**config.mk**
```make
export PLATFORM = sky130hd
export DESIGN_NAME = sha_hash
export DESIGN_NICKNAME = d
export VERILOG_FILES = /design/src/rtl/sha_hash.sv
export SDC_FILE = /design/constraint.sdc
export NUM_CORES = 2
export LEC_CHECK = 0
export ABC_AREA = 1
export CAP_MARGIN = 20
export CELL_PAD_IN_SITES_DETAIL_PLACEMENT = 1
export CELL_PAD_IN_SITES_GLOBAL_PLACEMENT = 2
export CORE_MARGIN = 2
export CORE_UTILIZATION = 34
export DETAILED_ROUTE_END_ITERATION = 12
export GPL_ROUTABILITY_DRIVEN = 0
export HOLD_SLACK_MARGIN = 0.15
export PLACE_DENSITY = 0.79
export SYNTH_ARGS = -nofsm -noshare
export SYNTH_HDL_FRONTEND = slang
export SYNTH_SLANG_ARGS = --single-unit
```
**constraint.sdc**
```tcl
create_clock -name clk -period 40.7 [get_ports clk]
set_input_delay 4.07 -clock clk [delete_from_list [all_inputs] [get_ports clk]]
set_output_delay 4.07 -clock clk [all_outputs]
set_load 0.02 [all_outputs]
```
**src/rtl/sha_hash.sv**
```systemverilog
// SHA-256 compression engine.
// Accepts one 512-bit padded block per request and runs 64 rounds, one per
// clock. The intermediate hash is chained across blocks of one message, and
// the digest is flagged with a one-cycle Valid pulse after the final block.
module sha_hash #(
    parameter int Nb = 512,
    parameter int Nw = 32,
    parameter int Nm = 64
) (
    input  logic          clk,
    input  logic          rst,
    input  logic [Nb-1:0] Data,
    input  logic [Nm-1:0] Index,
    input  logic          Ready,
    input  logic          Last,
    output logic          Busy,
    output logic [255:0]  Hash,
    output logic          Valid
);

    typedef enum logic [1:0] {
        ST_IDLE  = 2'd0,
        ST_ROUND = 2'd1,
        ST_FINAL = 2'd2
    } state_t;

    localparam logic [31:0] IV [0:7] = '{
        32'h6a09e667, 32'hbb67ae85, 32'h3c6ef372, 32'ha54ff53a,
        32'h510e527f, 32'h9b05688c, 32'h1f83d9ab, 32'h5be0cd19
    };

    // Round constant ROM, indexed by the round counter.
    localparam logic [31:0] K [0:63] = '{
        32'h428a2f98, 32'h71374491, 32'hb5c0fbcf, 32'he9b5dba5,
        32'h3956c25b, 32'h59f111f1, 32'h923f82a4, 32'hab1c5ed5,
        32'hd807aa98, 32'h12835b01, 32'h243185be, 32'h550c7dc3,
        32'h72be5d74, 32'h80deb1fe, 32'h9bdc06a7, 32'hc19bf174,
        32'he49b69c1, 32'hefbe4786, 32'h0fc19dc6, 32'h240ca1cc,
        32'h2de92c6f, 32'h4a7484aa, 32'h5cb0a9dc, 32'h76f988da,
        32'h983e5152, 32'ha831c66d, 32'hb00327c8, 32'hbf597fc7,
        32'hc6e00bf3, 32'hd5a79147, 32'h06ca6351, 32'h14292967,
        32'h27b70a85, 32'h2e1b2138, 32'h4d2c6dfc, 32'h53380d13,
        32'h650a7354, 32'h766a0abb, 32'h81c2c92e, 32'h92722c85,
        32'ha2bfe8a1, 32'ha81a664b, 32'hc24b8b70, 32'hc76c51a3,
        32'hd192e819, 32'hd6990624, 32'hf40e3585, 32'h106aa070,
        32'h19a4c116, 32'h1e376c08, 32'h2748774c, 32'h34b0bcb5,
        32'h391c0cb3, 32'h4ed8aa4a, 32'h5b9cca4f, 32'h682e6ff3,
        32'h748f82ee, 32'h78a5636f, 32'h84c87814, 32'h8cc70208,
        32'h90befffa, 32'ha4506ceb, 32'hbef9a3f7, 32'hc67178f2
    };

    // SHA-256 mixing functions (rotations written as fixed bit slices).
    function automatic logic [31:0] big_sigma0(input logic [31:0] x);
        big_sigma0 = {x[1:0], x[31:2]} ^ {x[12:0], x[31:13]} ^ {x[21:0], x[31:22]};
    endfunction

    function automatic logic [31:0] big_sigma1(input logic [31:0] x);
        big_sigma1 = {x[5:0], x[31:6]} ^ {x[10:0], x[31:11]} ^ {x[24:0], x[31:25]};
    endfunction

    function automatic logic [31:0] small_sigma0(input logic [31:0] x);
        small_sigma0 = {x[6:0], x[31:7]} ^ {x[17:0], x[31:18]} ^ {3'b000, x[31:3]};
    endfunction

    function automatic logic [31:0] small_sigma1(input logic [31:0] x);
        small_sigma1 = {x[16:0], x[31:17]} ^ {x[18:0], x[31:19]} ^ {10'b0000000000, x[31:10]};
    endfunction

    state_t      state_r;
    state_t      next_state_s;
    logic [5:0]  t_r;
    logic        last_r;
    logic        busy_r;
    logic        valid_r;
    logic [31:0] h_r  [0:7];   // chained hash H0..H7
    logic [31:0] wv_r [0:7];   // working variables a..h
    logic [31:0] w_r  [0:15];  // message schedule window, slot 0 = W[t]

    logic [31:0] t1_s;
    logic [31:0] t2_s;
    logic [31:0] new_w_s;

    // State register.
    always_ff @(posedge clk or posedge rst) begin
        if (rst) begin
            state_r <= ST_IDLE;
        end else begin
            state_r <= next_state_s;
        end
    end

    // Next-state logic: accept in IDLE, 64 rounds, then one FINAL fold.
    always_comb begin
        next_state_s = state_r;
        case (state_r)
            ST_IDLE: begin
                if (Ready) begin
                    next_state_s = ST_ROUND;
                end else begin
                    next_state_s = ST_IDLE;
                end
            end
            ST_ROUND: begin
                if (t_r == 6'd63) begin
                    next_state_s = ST_FINAL;
                end else begin
                    next_state_s = ST_ROUND;
                end
            end
            ST_FINAL: next_state_s = ST_IDLE;
            default:  next_state_s = ST_IDLE;
        endcase
    end

    // One compression round plus the schedule word 16 slots ahead of W[t].
    always_comb begin
        t1_s = wv_r[7] + big_sigma1(wv_r[4]) + ((wv_r[4] & wv_r[5]) ^ (~wv_r[4] & wv_r[6]))
             + K[t_r] + w_r[0];
        t2_s = big_sigma0(wv_r[0])
             + ((wv_r[0] & wv_r[1]) ^ (wv_r[0] & wv_r[2]) ^ (wv_r[1] & wv_r[2]));
        new_w_s = small_sigma1(w_r[14]) + w_r[9] + small_sigma0(w_r[1]) + w_r[0];
    end

    // Registered status outputs: Busy tracks the upcoming state, Valid follows FINAL.
    always_ff @(posedge clk or posedge rst) begin
        if (rst) begin
            busy_r  <= 1'b0;
            valid_r <= 1'b0;
        end else begin
            busy_r  <= (next_state_s != ST_IDLE);
            valid_r <= (state_r == ST_FINAL) ? last_r : 1'b0;
        end
    end

    // Datapath: block load on accept, round update, and final hash fold.
    always_ff @(posedge clk or posedge rst) begin
        if (rst) begin
            t_r    <= 6'd0;
            last_r <= 1'b0;
            for (int i = 0; i < 8; i++) begin
                h_r[i]  <= IV[i];
                wv_r[i] <= IV[i];
            end
            for (int i = 0; i < 16; i++) begin
                w_r[i] <= 32'h00000000;
            end
        end else begin
            case (state_r)
                ST_IDLE: begin
                    if (Ready) begin
                        t_r    <= 6'd0;
                        last_r <= Last;
                        // Words arrive little-endian byte order; SHA wants big-endian.
                        for (int i = 0; i < 16; i++) begin
                            w_r[i] <= {Data[i*Nw +: 8], Data[i*Nw+8 +: 8],
                                       Data[i*Nw+16 +: 8], Data[i*Nw+24 +: 8]};
                        end
                        // Index 0 starts a new message: restart from the IV.
                        if (Index == {Nm{1'b0}}) begin
                            for (int i = 0; i < 8; i++) begin
                                h_r[i]  <= IV[i];
                                wv_r[i] <= IV[i];
                            end
                        end else begin
                            for (int i = 0; i < 8; i++) begin
                                wv_r[i] <= h_r[i];
                            end
                        end
                    end else begin
                        t_r <= t_r;
                    end
                end
                ST_ROUND: begin
                    wv_r[7] <= wv_r[6];
                    wv_r[6] <= wv_r[5];
                    wv_r[5] <= wv_r[4];
                    wv_r[4] <= wv_r[3] + t1_s;
                    wv_r[3] <= wv_r[2];
                    wv_r[2] <= wv_r[1];
                    wv_r[1] <= wv_r[0];
                    wv_r[0] <= t1_s + t2_s;
                    for (int i = 0; i < 15; i++) begin
                        w_r[i] <= w_r[i+1];
                    end
                    w_r[15] <= new_w_s;
                    t_r     <= t_r + 6'd1;
                end
                ST_FINAL: begin
                    for (int i = 0; i < 8; i++) begin
                        h_r[i] <= h_r[i] + wv_r[i];
                    end
                end
                default: begin
                    t_r <= 6'd0;
                end
            endcase
        end
    end

    assign Busy  = busy_r;
    assign Valid = valid_r;
    assign Hash  = {h_r[0], h_r[1], h_r[2], h_r[3], h_r[4], h_r[5], h_r[6], h_r[7]};

endmodule

```
==> summary.txt <==
Status
  – Outcome: finished, final reports clean

Final layout
  – Final nets: 12196
  – Layout cell share with drive strength beyond 1: 5.77%
  – Core Util, Final: 41.0%
  – Design Area, Final: 94200 um2
  – Commonest non-fill, non-tap cell in the layout: nand2_1
  – Most frequent cells in the layout: nand2_1 (2105), inv_1 (1637), o21ai_0 (1212)
  – Layout overhead on the synthesized area: 19.9%

Clock tree
  – CTS Buf Count: 136
  – Post-cts sizing count: 0
  – Root Driver: clkbuf_16
  – Clk buf depth: 3
  – Setup bufs post-CTS: 0
  – Worst-Skew Late Latency: between 0.8 and 0.9 ns
  – # hold bufs at CTS: 0
  – Register clock-pin slew on the reported worst setup and hold paths: 0.05 ns
  – CTS HTree Levels: 4
  – CTS sink cnt: 1035
  – CTS tree: built

Run
  – Max cap viols: 0

GRT
  – Vias in the first global route: 82009
  – Top Usage Layer GRT: met2
  – Total GRT Usage: ~33%
  – First-pass GRT wire length: 573000 um
  – GRT Residual Overflow: 0
  – GR met2 Demand/Resource: between 50% and 60%
  – Largest net degree at the start of global routing: 187
  – Antenna violations before repair: about 50
  – Met1 usage: 43.9%
  – Met3 usage: 5.49%

Detailed routing
  – Drt total wl: 398000 um
  – Wirelength per Cell: roughly 28 um
  – Routed Antenna Nets: 0
  – Iteration-0 DRC Markers: 6927
  – DRT Pass-1 Iters: 5
  – Vias post-DR: 79946
  – Via/cell ratio: about 5.6
  – Post-route DRC: 0

Critical path
  – Critical Path AT: 9.25 ns
  – Max stage delay cell, worst path: a2111oi_0
  – Delay of the slowest cell on the worst path: 0.84 ns
  – RR Startpoint: t_r[0]$_DFFE_PP0P_
  – Worst Path Required: just over 40 ns
  – R2r endpoint: wv_r[243]$_DFFE_PP1P_
  – Worst reg2reg path depth: 30
  – Critical Path Sink Type: flop
  – Flop2flop setup slack: 32.15 ns
  – Family with the most delay on the worst path: compound AO/OA/AOI/OAI gates
  – Startpoint types: flop
  – Most frequent CP cell: inv_1
  – CP Class: reg2reg
  – WP buf/inv: 6
  – Critical Path Fanout Max: 15

Min path
  – Start point of the worst hold path: w_r[288]$_DFFE_PP0P_
  – Worst Hold Endpoint: w_r[288]$_DFFE_PP0P_
  – Hold Path Class: reg2reg
  – Hold path cells: 2

Floorplanning
  – Die area: 235000 um2
  – Die width: between 400 and 500 um
  – Starting Density: 34.2%
  – Core area: 230000 um2
  – Die height: 485 um
  – Row count: 176
  – IO Pins: 838

Yosys
  – Area contributors post-synth: dfrtp_1 (24%), nand2_1 (10%), dfstp_2 (9.1%)
  – Syn nets: around 12000
  – Average size of a mapped cell: ~7.5 um2
  – Top_reg_cell synth: dfrtp_1
  – Post-synth top area share: between 20% and 30%
  – Unique masters post-synth: 70
  – Largest area contributor in the netlist: dfrtp_1
  – Post-Synthesis Cell Area: 78500 um2
  – Mapped Cells: 10479
  – EDFF count, synth: 0
  – Seq/Total Area, Yosys: 33.4%
  – FFs w/ async S/R, synth: 100%
  – Synth Warn #: 0
  – Synth Register Bits: just over 1000

Placement
  – Final HPWL DP: a little over 300000 um
  – Area after DPL: 89400 um2
  – Pre-CTS setup slack: 31.61 ns
  – Number of port buffers: approximately 840

STA
  – Final setup fails: 0
  – Worst Slack Setup Final: between 30 and 40 ns
  – Setup Skew: approximately 0.039 ns
  – Final worst path period need: 8.55 ns
  – Max Fclk: 117 MHz
  – Final count of hold timing violations: 0
  – Setup Total Neg Slack: 0 ns
  – RSZ-0062 raised after global routing: no
  – Fin crit share: 21.0%
  – Max-slew violations: 0
  – Headroom to the max-slew limit: 17.5%
  – Least-Margin Pin Slew: roughly 1.2 ns
## worst max-delay path by stage
stage | start | to | slack (ns) | cells after the start
floorplan | rst | Busy$_DFF_PP0_ | 7.95 | 1
global placement | rst | w_r[269]$_DFFE_PP0P_ | 31.69 | 7
detailed placement | Ready | wv_r[107]$_DFFE_PP0P_ | 31.61 | 9
CTS | t_r[0]$_DFFE_PP0P_ | wv_r[243]$_DFFE_PP1P_ | 32.41 | 30
global route | t_r[0]$_DFFE_PP0P_ | wv_r[243]$_DFFE_PP1P_ | 31.67 | 33
finish | t_r[0]$_DFFE_PP0P_ | wv_r[243]$_DFFE_PP1P_ | 32.15 | 30
## tightest hold or removal path: stages, from the launching register on
cell	delay [ns]
dfrtp_1	0.34
nand2_1	0.06
o31ai_1	0.05
## cell usage after synthesis, types with 12 or more instances
master,n
a21oi_1,600
o21bai_1,67
o21ai_0,1212
o21a_1,12
o22ai_1,32
o2111ai_1,37
a31oi_1,50
nand3b_1,18
a21o_1,58
dfstp_2,272
or2_2,23
o221ai_1,81
nor2_1,574
o211ai_1,501
nand2_1,2107
ha_1,399
xnor2_1,192
inv_1,1639
o31ai_1,54
a2bb2oi_1,16
nor3_1,80
a31o_2,14
a221oi_1,13
clkbuf_1,370
dfrtp_1,763
buf_2,101
a211oi_1,18
o21ai_1,17
xor2_1,215
nand4_1,49
fa_1,195
a221o_1,32
a21boi_0,21
a22oi_1,120
buf_1,42
nand3_1,347
nor4_1,45
## per-layer routing
layer | share of wire, % | routed length (um)
met2 | 44 | 177000
met1 | 43 | 170000
met4 | 6.2 | 24600
met5 | 0.023 | 92
met3 | 6.8 | 27000
## through the flow
| step | hold slack (ns) | cells |
|---|---|---|
| 2_1_floorplan | 0.452 | 10479 |
| 3_3_place_gp | 0.466 | 13910 |
| 3_5_place_dp | 0.473 | 13910 |
| 4_1_cts | 0.487 | 14152 |
| 5_1_grt | 0.517 | 14177 |
| 6_report | 0.486 | 14184 |
## flip-flops by register name, indices dropped and copies added, names as in the netlist
signal / flops
Valid: 1
wv_r: 256
Busy: 1
Hash: 256
w_r: 512
state_r: 2
t_r: 6
last_r: 1
## final cells by class
class | count | area, um2
fillers | 28064 | 136000
multi-input cells | 7277 | 44100
flip-flops and latches | 1035 | 26200
repair buffers | 922 | 9070
inverters | 1650 | 6220
clock buffers | 199 | 3970
well taps | 3026 | 3790
clock inverters | 43 | 724
diodes | 32 | 80.1
## cells by family after synthesis
kind of cell / after synthesis / synth area share, %
AOI/OAI and AO/OA: 3004 / 23.2
xor gates and xnor gates: 407 / 4.54
adders and majority gates: 595 / 11.3
buffers and inverters: 2167 / 10.5
DFF: 1035 / 33.4
muxes: 5 / 0.0701
and+or+nand+nor: 3266 / 16.8
Power is left out: the tool's default activity adds up to more than one toggle a clock period on the data nets, which glitch-free logic cannot reach.
